## config.mk

```make
export PLATFORM = sky130hd
export DESIGN_NAME = fetch_sequencer
export DESIGN_NICKNAME = d
export VERILOG_FILES = /design/src/rtl/cpu_pkg.sv /design/src/rtl/fetch_timeout_ctr.sv /design/src/rtl/fetch_sequencer.sv
export SDC_FILE = /design/constraint.sdc
export NUM_CORES = 1
export LEC_CHECK = 0
export ABC_AREA = 1
export ABC_CLOCK_PERIOD_IN_PS = 4350
export BUFFER_PORTS_ARGS = -buffer_cell sky130_fd_sc_hd__buf_2
export CORE_MARGIN = 3
export CORE_UTILIZATION = 45
export CTS_CLUSTER_DIAMETER = 120
export DETAILED_ROUTE_END_ITERATION = 12
export PLACE_DENSITY = 0.76
export SLEW_MARGIN = 10
export SYNTH_ARGS = -nofsm -noshare
export SYNTH_HDL_FRONTEND = slang
export SYNTH_SLANG_ARGS = --single-unit
```

## constraint.sdc

```tcl
create_clock -name clk -period 4.35 [get_ports clk]
set_input_delay 0.87 -clock clk [delete_from_list [all_inputs] [get_ports clk]]
set_output_delay 0.87 -clock clk [all_outputs]
set_load 0.1 [all_outputs]
```

## src/rtl/cpu_pkg.sv

```systemverilog
// rtl/cpu_pkg.sv - shared CPU types and constants for the fetch path
package cpu_pkg;

  typedef enum logic [2:0] {
    ST_IDLE,
    ST_FETCH,
    ST_HOLD,
    ST_UPDATE,
    ST_HALTED,
    ST_FAULT
  } fetch_state_t;

  // Must match the program_counter select encoding.
  localparam logic PC_SEL_INC = 1'b0;
  localparam logic PC_SEL_BUS = 1'b1;

  localparam logic [15:0] RESET_IR = 16'h0000;

endpackage

```

## src/rtl/fetch_timeout_ctr.sv

```systemverilog
// rtl/fetch_timeout_ctr.sv - counts FETCH wait cycles, flags the last allowed one
module fetch_timeout_ctr #(
  parameter int TIMEOUT = 16
) (
  input  logic clk,
  input  logic rst,
  input  logic clr,
  input  logic inc,
  output logic expired
);

  localparam int CW = $clog2(TIMEOUT);

  logic [CW-1:0] r_count;

  always_ff @(posedge clk or posedge rst) begin
    if (rst) begin
      r_count <= '0;
    end else if (clr) begin
      r_count <= '0;
    end else if (inc) begin
      r_count <= r_count + CW'(1);
    end
  end

  assign expired = (r_count == CW'(TIMEOUT - 1));

endmodule

```

## src/rtl/fetch_sequencer.sv

```systemverilog
// rtl/fetch_sequencer.sv - instruction fetch controller driving program_counter
module fetch_sequencer
  import cpu_pkg::*;
#(
  parameter int ADDR_W  = 16,
  parameter int DATA_W  = 16,
  parameter int TIMEOUT = 16
) (
  input  logic              clk,
  input  logic              rst,
  input  logic              halt,
  input  logic [ADDR_W-1:0] pc_value,
  output logic              pc_enable,
  output logic              pc_select,
  output logic [ADDR_W-1:0] pc_bus,
  output logic              mem_req,
  output logic [ADDR_W-1:0] mem_addr,
  input  logic              mem_rdy,
  input  logic [DATA_W-1:0] mem_rdata,
  output logic [DATA_W-1:0] ir_out,
  output logic              ir_valid,
  input  logic              ir_ack,
  input  logic              branch_take,
  input  logic [ADDR_W-1:0] branch_target,
  output logic [15:0]       retired,
  output logic              halted,
  output logic              fault
);

  fetch_state_t r_state;
  fetch_state_t w_next;

  logic              w_ctr_inc;
  logic              w_ctr_clr;
  logic              w_expired;
  logic [DATA_W-1:0] r_ir;
  logic              r_pc_select;
  logic [ADDR_W-1:0] r_pc_bus;
  logic [15:0]       r_retired;

  assign w_ctr_inc = (r_state == ST_FETCH) && !mem_rdy;
  assign w_ctr_clr = !w_ctr_inc;

  fetch_timeout_ctr #(
    .TIMEOUT (TIMEOUT)
  ) u_timeout (
    .clk     (clk),
    .rst     (rst),
    .clr     (w_ctr_clr),
    .inc     (w_ctr_inc),
    .expired (w_expired)
  );

  always_ff @(posedge clk or posedge rst) begin
    if (rst) begin
      r_state <= ST_IDLE;
    end else begin
      r_state <= w_next;
    end
  end

  always_comb begin
    w_next    = r_state;
    mem_req   = 1'b0;
    ir_valid  = 1'b0;
    pc_enable = 1'b0;
    halted    = 1'b0;
    fault     = 1'b0;
    case (r_state)
      ST_IDLE:   w_next = halt ? ST_HALTED : ST_FETCH;
      ST_FETCH: begin
        mem_req = 1'b1;
        // A response in the final allowed cycle still counts as a hit.
        if (mem_rdy) begin
          w_next = ST_HOLD;
        end else if (w_expired) begin
          w_next = ST_FAULT;
        end
      end
      ST_HOLD: begin
        ir_valid = 1'b1;
        if (ir_ack) begin
          w_next = ST_UPDATE;
        end
      end
      ST_UPDATE: begin
        pc_enable = 1'b1;
        w_next    = halt ? ST_HALTED : ST_FETCH;
      end
      ST_HALTED: begin
        halted = 1'b1;
        if (!halt) begin
          w_next = ST_FETCH;
        end
      end
      ST_FAULT:  fault = 1'b1;
      default:   w_next = ST_IDLE;
    endcase
  end

  always_ff @(posedge clk or posedge rst) begin
    if (rst) begin
      r_ir        <= DATA_W'(RESET_IR);
      r_pc_select <= PC_SEL_INC;
      r_pc_bus    <= '0;
      r_retired   <= '0;
    end else begin
      if (r_state == ST_FETCH && mem_rdy) begin
        r_ir <= mem_rdata;
      end
      if (r_state == ST_HOLD && ir_ack) begin
        r_pc_select <= branch_take;
        if (branch_take) begin
          r_pc_bus <= branch_target;
        end
      end else if (w_next == ST_FETCH && r_state != ST_FETCH) begin
        r_pc_select <= PC_SEL_INC;
      end
      if (r_state == ST_UPDATE) begin
        r_retired <= r_retired + 16'd1;
      end
    end
  end

  assign mem_addr  = mem_req ? pc_value : '0;
  assign ir_out    = r_ir;
  assign pc_select = r_pc_select;
  assign pc_bus    = r_pc_bus;
  assign retired   = r_retired;

endmodule

```

==> summary.txt <==
Outcome
  – Outcome: finished, final reports clean

Die
  – Die ar.: 6860 µm²
  – Initial core utilization: 0.474
  – Ports: 124
  – Chip height: 82.9 µm
  – Cell Rows: 27
  – Area of the core: 5610 µm²
  – Die W: 82.9 µm

Detailed routing
  – Drt via density: 4.66
  – Avg WL per Cell: 11.5 µm
  – DR vias: 2472
  – Pre-antenna DRT Iters: 4
  – Total Wirelength: 6080 µm
  – DRT iter0 DRCs: 79
  – Detail Route Antenna Nets: 0
  – DR DRC count: 0

Worst setup path
  – Worst path cell trace: inv_2 > nor2_2 > nand2_2 > inv_4 > buf_2
  – Critical Path Max Stage Delay: 490 ps
  – Critical Path Start Type: flip-flop
  – Setup CP Type: reg -> out
  – Worst path bufs/invs: 3
  – Required time of the critical path: 3480 ps
  – WP data arrival: 1940 ps
  – Family with the most delay on the worst path: buffers and inverters
  – Crit end category: output port
  – Slowest CP cell: dfrtp_1
  – Critical path fanouts, max: 18

CTS
  – H-tree lvl count: 2
  – CTS sink count: 56
  – TritonCTS Buffers: 5
  – Root buffer cell: clkbuf_8
  – Clock Pin Slew Worst Setup and Hold Paths: 100 ps
  – Gates resized, CTS repair: 0
  – Clk_lat worst skew: 300 ps
  – Post-CTS setup buffers: 0
  – Clock Path Buffers: 2
  – Cts hold-fix bufs: 0
  – CTS tree: built

Synthesis
  – Cell Area, Synth: 2660 µm²
  – Yosys reg bits: 56
  – Synth cell types: 26
  – Sequential share of the synthesized area: 0.527
  – Mapped Cells: 334
  – Yosys warns: 0
  – Synth Net Count: 390
  – Average cell area after synthesis: 7.96 µm²

Global routing
  – Total GRT Usage: 0.186
  – Vias in the first global route: 2415
  – Largest net degree at the start of global routing: 34
  – Total congestion overflow: 0
  – Antenna violations before repair: 0
  – First-pass GRT wire length: 10700 µm

STA
  – RSZ-0062 raised after global routing: no
  – Slew @ Worst Pin: 572 ps
  – Fin. Hold Viols: 0
  – Setup violators final: 0
  – Final period util: 0.646
  – Fin crit period: 2810 ps
  – Layout Skew: 5.26 ps
  – Maximum clock rate: 356 MHz
  – Slew Viols, Final: 0
  – Worst slew margin: 0.618
  – Setup Total Neg Slack: 0 ps

Flow run
  – Max Cap Viol: 0

Placement
  – DP HPWL: 4770 µm
  – IO Port Bufs: 123
  – Gpl congestion: 0.808
  – Placed Area: 3320 µm²

Finish
  – Final nets: 513
  – Layout Area Growth over Synthesis: 29.1%
  – Fin area: 3430 µm²
  – Share of cells above drive strength 1: 0.312
  – Fillers: 542
  – Diode count: 0
  – Most frequent cells in the layout: 123 x buf_2, 93 x nand2_1, 56 x dfrtp_1
  – Most common cell after layout, fill and taps aside: buf_2

Worst hold path
  – Worst hold path class: reg -> reg
## cell families (layout without fill, tap and decap cells)
kind of cell | Yosys count | count (layout) | share of synthesized area
buf+inv | 66 | 190 | 0.100
fa+ha+maj | 2 | 2 | 0.00941
simple gates | 182 | 182 | 0.301
xor+xnor | 6 | 6 | 0.0198
compound gates | 22 | 22 | 0.0424
flops | 56 | 56 | 0.527
## synthesized netlist by cell type
cell type / number / area [µm²]
nor3_4: 1 / 16.3
buf_2: 4 / 20.0
o21ai_1: 16 / 80.1
buf_6: 1 / 11.3
nand3_1: 26 / 130
ha_1: 2 / 25.0
inv_1: 55 / 206
clkbuf_1: 2 / 7.51
nor2_4: 1 / 11.3
xnor2_1: 2 / 17.5
nor3_1: 1 / 5.00
nor2_1: 41 / 154
xor2_1: 4 / 35.0
nand4_1: 11 / 68.8
nand2_4: 1 / 11.3
o21ai_0: 5 / 25.0
inv_2: 2 / 7.51
inv_4: 1 / 6.26
dfrtp_1: 56 / 1400
nand2_1: 93 / 349
o21bai_1: 1 / 7.51
buf_4: 1 / 7.51
nor2_2: 2 / 12.5
nand2_2: 1 / 6.26
nand3b_1: 2 / 15.0
nand3_2: 2 / 20.0
## area by class of cell
| type | instances | area [µm²] | share of cell area |
|---|---|---|---|
| sequential | 56 | 1400 | 0.408 |
| tap | 72 | 90.1 | 0.0262 |
| clock buffer | 6 | 72.6 | 0.0211 |
| inverter | 58 | 220 | 0.0642 |
| multi-input combinational | 212 | 990 | 0.288 |
| clock inverter | 2 | 35.0 | 0.0102 |
| timing repair buffer | 124 | 623 | 0.182 |
## flip-flops by register name (all words and copies together) (netlist names)
signal             cells
r_state                3
retired               16
ir_out                16
pc_bus                16
pc_select              1
u_timeout.r_count      4
## worst reg2reg max path, stage by stage, from the launching register on
cell and delay (ps):
dfrtp_1 480, nor3_4 290, nand3_2 490, o21ai_1 350
## per-layer routing
layer	global-route usage	routed length [µm]
met2	0.327	3130
met5	0	0
met3	0.0585	452
met4	0.0327	20
met1	0.226	2480
## per-stage QoR
stage / cells / setup slack [ps] / util / hold slack [ps]
2_1_floorplan: 334 / 867 / - / 432
3_5_place_dp: 522 / 1830 / 0.593 / 454
5_1_grt: 530 / 1390 / 0.612 / 486
4_1_cts: 530 / 1490 / 0.612 / 470
6_report: 530 / 1540 / 0.612 / 466
3_3_place_gp: 522 / 1930 / 0.593 / 448
## worst paths after layout
kind                                 startpoint              endpoint  slack [ps]  depth (start not counted)
setup / recovery                     r_state[0]               mem_req        1540                          5
hold / removal             u_timeout.r_count[0]  u_timeout.r_count[0]         470                          1
setup reg to reg                     r_state[0]             pc_bus[0]        2660                          3
hold reg to reg            u_timeout.r_count[0]  u_timeout.r_count[0]         470                          1
max in group asynchronous                   rst  u_timeout.r_count[2]        2960                          3
min in group asynchronous                   rst             pc_bus[4]         590                          2
Power is left out: the tool's default activity adds up to more than one toggle a clock period on the data nets, which glitch-free logic cannot reach.
